[src/rtl/vector_writeback_unit_pkg.sv]
// Shared types for the vector writeback stage: FSM state encoding and the
// default-geometry vector register type.
package wb_pkg;

    localparam int unsigned DEF_DATA_WIDTH    = 8;
    localparam int unsigned DEF_VECTOR_SIZE   = 6;
    localparam int unsigned DEF_ADDRESS_WIDTH = 4;
    localparam int unsigned DEF_COUNT_WIDTH   = 3;

    typedef enum logic [1:0] {
        IDLE,
        COLLECT,
        COMMIT
    } wb_state_t;

    typedef logic [DEF_VECTOR_SIZE-1:0][DEF_DATA_WIDTH-1:0] vector_t;

endpackage

[src/rtl/vector_writeback_unit_load_assembler.sv]
// Load assembler: gathers streamed memory elements (index 0 first) into a
// vector buffer and flags the element that completes the load.
module load_assembler
    import wb_pkg::*;
#(
    parameter int unsigned DATA_WIDTH  = DEF_DATA_WIDTH,
    parameter int unsigned VECTOR_SIZE = DEF_VECTOR_SIZE,
    parameter int unsigned COUNT_WIDTH = DEF_COUNT_WIDTH
) (
    input  logic                                  clock,
    input  logic                                  reset,
    input  logic                                  clear,
    input  logic                                  collect,
    input  logic                                  is_vector,
    input  logic                                  elem_valid,
    input  logic [DATA_WIDTH-1:0]                 elem_data,
    output logic [VECTOR_SIZE-1:0][DATA_WIDTH-1:0] buffer,
    output logic                                  done
);

    localparam logic [COUNT_WIDTH-1:0] LAST_INDEX = COUNT_WIDTH'(VECTOR_SIZE - 1);

    logic [COUNT_WIDTH-1:0] count;

    // Store each valid element at the current index; a new load wipes stale data.
    always_ff @(posedge clock) begin
        if (reset || clear) begin
            count  <= '0;
            buffer <= '0;
        end else if (collect && elem_valid) begin
            for (int unsigned i = 0; i < VECTOR_SIZE; i++) begin
                if (count == COUNT_WIDTH'(i)) begin
                    buffer[i] <= elem_data;
                end
            end
            count <= count + 1'b1;
        end
    end

    // Completion: first element of a scalar load, last index of a vector load.
    always_comb begin
        done = collect && elem_valid && (!is_vector || (count == LAST_INDEX));
    end

endmodule

[src/rtl/vector_writeback_unit.sv]
// Writeback stage: merges ALU results and assembled load data onto the single
// register-file write port, with a one-cycle starvation bound for loads.
module vector_writeback_unit
    import wb_pkg::*;
#(
    parameter int unsigned DATA_WIDTH    = DEF_DATA_WIDTH,
    parameter int unsigned VECTOR_SIZE   = DEF_VECTOR_SIZE,
    parameter int unsigned ADDRESS_WIDTH = DEF_ADDRESS_WIDTH,
    parameter int unsigned COUNT_WIDTH   = DEF_COUNT_WIDTH
) (
    input  logic                                   clock,
    input  logic                                   reset,
    input  logic                                   aluValid,
    input  logic                                   aluIsVector,
    input  logic [ADDRESS_WIDTH-1:0]               aluAddress,
    input  logic [DATA_WIDTH-1:0]                  aluScalarData,
    input  logic [VECTOR_SIZE-1:0][DATA_WIDTH-1:0] aluVectorData,
    output logic                                   aluReady,
    input  logic                                   loadStart,
    input  logic                                   loadIsVector,
    input  logic [ADDRESS_WIDTH-1:0]               loadAddress,
    output logic                                   loadReady,
    input  logic                                   memElemValid,
    input  logic [DATA_WIDTH-1:0]                  memElemData,
    output logic                                   writeEnableScalar,
    output logic                                   writeEnableVector,
    output logic [ADDRESS_WIDTH-1:0]               writeAddress,
    output logic [DATA_WIDTH-1:0]                  writeScalarData,
    output logic [VECTOR_SIZE-1:0][DATA_WIDTH-1:0] writeVectorData,
    output logic                                   busy
);

    wb_state_t                              state;
    wb_state_t                              state_next;
    logic                                   starve;
    logic                                   load_is_vector;
    logic [ADDRESS_WIDTH-1:0]               load_address;
    logic [VECTOR_SIZE-1:0][DATA_WIDTH-1:0] buffer;
    logic                                   load_done;
    logic                                   load_accept;
    logic                                   alu_fire;
    logic                                   grant;

    load_assembler #(
        .DATA_WIDTH  (DATA_WIDTH),
        .VECTOR_SIZE (VECTOR_SIZE),
        .COUNT_WIDTH (COUNT_WIDTH)
    ) u_assembler (
        .clock      (clock),
        .reset      (reset),
        .clear      (load_accept),
        .collect    (state == COLLECT),
        .is_vector  (load_is_vector),
        .elem_valid (memElemValid),
        .elem_data  (memElemData),
        .buffer     (buffer),
        .done       (load_done)
    );

    // Next state, load grant and handshake signals derived from registered state.
    always_comb begin
        state_next  = state;
        grant       = 1'b0;
        load_accept = 1'b0;
        aluReady    = !((state == COMMIT) && starve);
        loadReady   = (state == IDLE);
        busy        = (state != IDLE);
        alu_fire    = aluValid && aluReady;
        case (state)
            IDLE: begin
                if (loadStart) begin
                    load_accept = 1'b1;
                    state_next  = COLLECT;
                end
            end
            COLLECT: begin
                if (load_done) begin
                    state_next = COMMIT;
                end
            end
            COMMIT: begin
                if (!aluValid || starve) begin
                    grant      = 1'b1;
                    state_next = IDLE;
                end
            end
            default: state_next = IDLE;
        endcase
    end

    // State register, load descriptor latch and starvation flag.
    always_ff @(posedge clock) begin
        if (reset) begin
            state          <= IDLE;
            starve         <= 1'b0;
            load_is_vector <= 1'b0;
            load_address   <= '0;
        end else begin
            state <= state_next;
            if (load_accept) begin
                load_is_vector <= loadIsVector;
                load_address   <= loadAddress;
            end
            if (grant) begin
                starve <= 1'b0;
            end else if ((state == COMMIT) && aluValid) begin
                starve <= 1'b1;
            end
        end
    end

    // Registered write port; alu_fire and grant are mutually exclusive by construction.
    always_ff @(posedge clock) begin
        if (reset) begin
            writeEnableScalar <= 1'b0;
            writeEnableVector <= 1'b0;
            writeAddress      <= '0;
            writeScalarData   <= '0;
            writeVectorData   <= '0;
        end else begin
            writeEnableScalar <= 1'b0;
            writeEnableVector <= 1'b0;
            if (alu_fire) begin
                writeEnableScalar <= !aluIsVector;
                writeEnableVector <= aluIsVector;
                writeAddress      <= aluAddress;
                writeScalarData   <= aluIsVector ? '0 : aluScalarData;
                writeVectorData   <= aluIsVector ? aluVectorData : '0;
            end else if (grant) begin
                writeEnableScalar <= !load_is_vector;
                writeEnableVector <= load_is_vector;
                writeAddress      <= load_address;
                writeScalarData   <= load_is_vector ? '0 : buffer[0];
                writeVectorData   <= load_is_vector ? buffer : '0;
            end
        end
    end

endmodule

[config.mk]
export PLATFORM = sky130hd
export DESIGN_NAME = vector_writeback_unit
export DESIGN_NICKNAME = d
export VERILOG_FILES = /design/src/rtl/vector_writeback_unit_pkg.sv /design/src/rtl/vector_writeback_unit_load_assembler.sv /design/src/rtl/vector_writeback_unit.sv
export SDC_FILE = /design/constraint.sdc
export NUM_CORES = 1
export LEC_CHECK = 0
export BUFFER_PORTS_ARGS = -buffer_cell sky130_fd_sc_hd__buf_2
export CAP_MARGIN = 20
export CORE_ASPECT_RATIO = 0.9
export CORE_MARGIN = 2
export CORE_UTILIZATION = 54
export DETAILED_ROUTE_END_ITERATION = 7
export PLACE_DENSITY = 0.8
export SLEW_MARGIN = 10
export SYNTH_ARGS = -nofsm -noshare
export SYNTH_HDL_FRONTEND = slang
export SYNTH_SLANG_ARGS = --single-unit
[constraint.sdc]
create_clock -name clock -period 2.1 [get_ports clock]
set_input_delay 0.63 -clock clock [delete_from_list [all_inputs] [get_ports clock]]
set_output_delay 0.63 -clock clock [all_outputs]
set_load 0.05 [all_outputs]
== Word level (Yosys, flattened, before mapping) ==
Cells that the tools add are included.
Operators by class
  eq/ne operators: 10
  mux-type cells: 22
  reduce and logical (&&, ||, !) cells: 24
  add/sub/neg operators: 1
Operator list (number)
  48-bit two-way mux: 4
  8-bit two-way mux: 4
  2-bit AND reduction: 6
  1-bit two-way mux: 8
  4-bit two-way mux: 2
  3-bit by 2-bit equality test with 1-bit output (second input constant): 2
  3-bit equality test (second input constant): 2
  2-bit two-way mux: 3
  2-bit inequality test (second input constant): 3
  2-bit case mux with 3 select lines: 1
  1-bit logical AND: 5
  1-bit zero test: 4
  2-bit nonzero test: 2
  3-bit by 1-bit adder with 3-bit output (second input constant): 1
  3-bit by 1-bit equality test with 1-bit output (second input constant): 1
  3-bit zero test: 1
  1-bit logical OR: 3
  3-bit AND reduction: 1
  2-bit by 1-bit equality test with 1-bit output (second input constant): 1
  2-bit equality test (second input constant): 1
  2-bit zero test: 1
  2-bit OR reduction: 1
Storage, ports and cells
  register bits after elaboration: 121
  input bits: 79
  logic and storage cells: 78

== Longest topological paths before layout ==
  depth after elaboration: 6
  gate-level depth with buffers: 7
  mapped depth without buffers: 5

== Hierarchy ==
From an unflattened synthesis, not the netlist that was laid out.
Second synthesis, totals
  cell total of the unflattened synthesis: 616
  area total of the unflattened synthesis: 5905.7 um^2
By module, submodules not included
  vector_writeback_unit: instances 1, area each 3542.1 um^2, cells an instance 406
  load_assembler: instances 1, area each 2363.5 um^2, cells an instance 210

== Worst setup path before layout ==
OpenSTA, ideal clock, no wires.
  kind: register to output
  from: reg state[0]
  to: out busy
  slack: -0.218 ns
  cell stages (with the launch flop): 4
  data arrival time: 1.688 ns
  path buffers: 1
  cells stage by stage: dfxtp_1 > clkbuf_1 > nor2_1 > inv_1
On the way
  word-level cells in the longest chain between the ends: 1
Ends and longest elaborated chain
  start: declaration: line vector_writeback_unit.sv:33  | wb_state_t state;
  start signal: assignment: line vector_writeback_unit.sv:99  | state <= state_next;
  2-bit nonzero test: line vector_writeback_unit.sv:67  | busy = (state != IDLE);
  end: declaration: line vector_writeback_unit.sv:30  | output logic busy
No other way between the ends.

== Final worst setup path ==
  from: reg state[1]
  to: out aluReady
On the way
  word-level cells in the longest chain between the ends: 3
Ends and longest elaborated chain
  2-bit equality test: line vector_writeback_unit.sv:65  | aluReady = !((state == COMMIT) && starve);
  1-bit logical AND: line vector_writeback_unit.sv:65
  1-bit zero test: line vector_writeback_unit.sv:65
  end: declaration: line vector_writeback_unit.sv:18  | output logic aluReady,
No other way between the ends.

==> metrics <==
number of detailed-route iterations in the first pass=5; Setup WS pre-CTS=roughly 0.14 ns; Post-Syn Instances=609; count of final max-slew check failures=0; data required time of the worst path=approximately 1.5 ns; CTS tree=built; fraction of met3 tracks used by global routing=under 10%; initial antenna violation count=0; post-route DRC violation count=0; fraction of the cycle the final worst path needs=95.50%; I/O pin total=between 100 and 150; yosys synthesis warning count=0; # clock sinks=121; global-route met2 utilization=between 40% and 50%; CTS H-tree lvls=4; post-synthesis sequential area ratio=40.50%; Synthesized Nets=693; Die X=approximately 110 um; count of endpoints failing hold in the final timing report=0; placeable core region=~11000 sq um; number of fillers in the final layout=slightly above 800; largest clock skew in the final design=~0.007 ns; number of buffers created by CTS=17; number of global-route vias before repair=5241; relative slew slack=between 30% and 40%; synth-to-layout area growth=22.55%; starting DRC count in detailed routing=approximately 550; count of different cell masters after synthesis=41; total routing resource utilization after global routing=approximately 28%; final instance area=7330 sq um; sum of overflow across all layers after global routing=0; Setup Total Neg Slack=0 ns; unrepaired setup endpoints after global routing=no; count of flip-flops with a built-in enable after synthesis=0; Clock Latency Late Sink=about 0.41 ns; cell area reported after detailed placement=6690 sq um; Mapped Avg Cell Area=a little under 10 sq um; Final Instance Count excl. Fillers=about 870; static power due to leakage=about 3 nW; Detailed Route WL=between 15 and 20 mm; number of nets still failing antenna checks after routing=0; floorplan die area=11930 sq um; Root Buffer Master=sky130_fd_sc_hd__clkbuf_16; met1 Usage GRT=between 30% and 40%; total power consumption of the routed design=about 0.0067 W; number of I/O port buffers=143; pin count of the biggest net entering global routing=68; number of failing setup endpoints in the final timing report=0; leading register cell type out of synthesis=sky130_fd_sc_hd__dfxtp_1; worst-path cell chain=nand3b_4, buf_2; Reg area=2424 sq um; Power Dens Cells=919.4 nW/um^2; Clk pin slew, worst setup/hold paths=about 0.050 ns; wire per inst=roughly 19 um; share of final-layout standard cells stronger than drive strength 1=36.34%; slew of the pin with the lowest slew margin=0.9994 ns; async set-reset flop share out of synthesis=0%; critical-path maximum fanout=10; Resized Gates After CTS=0; placer's final routability congestion estimate=slightly above 0.8; vertical die dimension=about 100 um; Final Net Count=804; Slowest Stage Delay on Critical Path=0.58 ns; Critical Path End Type=output pin; status=completed; wire length of the first global-routing pass=roughly 27 mm; maximum number of buffers from clock root to sink=2; Starting Density=between 50% and 60%; Vias per Instance=approximately 6.1; standard cell with the maximum stage delay on the critical path=sky130_fd_sc_hd__dfxtp_1; cell type group with the largest total delay on the critical path=flip-flops; final HPWL from detailed placement=around 11 mm; area used by multi-input combinational logic=around 3200 sq um; count of maximum capacitance violations=0; Post-CTS Setup Inserts=0; HP Class=register to register; Post-CTS Hold Buffers=0; shortest period the worst path allows=between 2 and 2.5 ns; Post-Place Cells=834; Row Count=36; arrival time at the worst endpoint=1.38 ns; peak supply drop=around 0.57 mV; path type of the worst setup path=register to output pin; diode insertion count for antenna repair=0; launching element type of the critical path=register; number of buffers and inverters on the critical path=1; area of the mapped netlist=between 5000 and 6000 sq um; Top Usage Layer GRT=met2; PnR worst setup slack=around 0.095 ns; number of storage elements in the synthesis netlist=121; Via Count=5292; peak clock frequency supported by timing=~0.5 GHz
==> Yosys cell counts (3+ instances only) <==
cell	count	area, sq um
sky130_fd_sc_hd__a2111oi_1	6	60.06
sky130_fd_sc_hd__a2111oi_2	50	750.7
sky130_fd_sc_hd__a211oi_1	41	307.8
sky130_fd_sc_hd__a211oi_2	7	87.58
sky130_fd_sc_hd__a21oi_1	16	80.08
sky130_fd_sc_hd__buf_2	28	140.1
sky130_fd_sc_hd__buf_4	6	45.04
sky130_fd_sc_hd__buf_6	6	67.56
sky130_fd_sc_hd__clkbuf_1	29	108.9
sky130_fd_sc_hd__dfxtp_1	121	2422
sky130_fd_sc_hd__ha_1	5	62.56
sky130_fd_sc_hd__inv_1	4	15.01
sky130_fd_sc_hd__mux2i_1	45	450.4
sky130_fd_sc_hd__nand2_1	78	292.8
sky130_fd_sc_hd__nand2b_1	4	25.02
sky130_fd_sc_hd__nand3_2	3	30.03
sky130_fd_sc_hd__nand3b_1	44	330.3
sky130_fd_sc_hd__nand3b_2	5	56.30
sky130_fd_sc_hd__nor2_1	13	48.80
sky130_fd_sc_hd__nor2b_1	11	68.82
sky130_fd_sc_hd__nor3_1	64	320.3
sky130_fd_sc_hd__o221a_1	4	45.04
==> power breakdown <==
| group | leakage, nW | internal [W] | switching [W] |
|---|---|---|---|
| Clock | 0.312 | 0.00213 | 0.00103 |
| Combinational | 1.72 | 0.000339 | 0.000759 |
| Sequential | 0.990 | 0.00240 | 0.0000754 |
| Total | 3.02 | 0.00488 | 0.00186 |
==> through the flow <==
stage | util [%] | hold slack [ns]
after global placement | 61.89 | 0.4442
after CTS | 67.80 | 0.4586
after global routing | 67.80 | 0.4811
after detailed placement | 61.89 | 0.4511
after floorplan | - | 0.4367
final | 67.80 | 0.4543
==> flip-flops by register name, indices dropped and copies added (netlist names) <==
signal and cells:
load_is_vector 1, u_assembler.buffer 48, writeScalarData 8, writeEnableVector 1, starve 1, load_address 4
u_assembler.count 3, writeAddress 4, writeVectorData 48, state 2, writeEnableScalar 1
==> cell type report <==
| cell class | count | area share [%] |
|---|---|---|
| multi-input combinational | 412 | 43.33 |
| sequential | 121 | 33.07 |
| timing repair buffer | 163 | 12.36 |
| clock buffer | 24 | 6.845 |
| tap | 133 | 2.270 |
| clock inverter | 7 | 1.878 |
| inverter | 5 | 0.2561 |
==> worst paths after layout <==
kind,cells after the start,slack [ns],to,startpoint
setup / recovery,2,0.09,aluReady,state[1]
hold / removal,2,0.45,u_assembler.buffer[30],u_assembler.buffer[30]
hold reg to reg,2,0.45,u_assembler.buffer[30],u_assembler.buffer[30]
setup reg to reg,3,0.24,writeVectorData[5],state[0]
==> layer usage <==
layer | vias up | part of all wire (%)
met5 | - | 0
met1 | 2540 | 45
met3 | 44 | 5.4
met2 | 188 | 47
met4 | 0 | 2.6
li1 | 2520 | -
==> cell families after synthesis <==
family          after synthesis  synth area share [%]
mux                          45                 7.531
compound gates              129                 22.91
buf+inv                      76                 6.673
simple gates                232                 21.19
flops                       121                 40.50
xor+xnor                      1                0.1465
fa+ha+maj                     5                 1.046
==> worst min-delay path: cells and delay by family, from the launching register on <==
kind	cells	cell delay (ns)
simple gates	1	0.05
compound gates	1	0.05
flops	1	0.30
==> placed cells by master (no fill, tap or decap), drive strengths merged, types with 16 or more instances in the layout <==
cell / netlist / layout
buf: 42 / 163
nor3: 64 / 64
nand3b: 50 / 50
a2111oi: 56 / 56
nand2: 78 / 78
a21oi: 16 / 16
a211oi: 48 / 48
dfxtp: 121 / 121
clkbuf: 29 / 24
mux2i: 45 / 45
No activity file was read; power rests on OpenSTA's default activity.
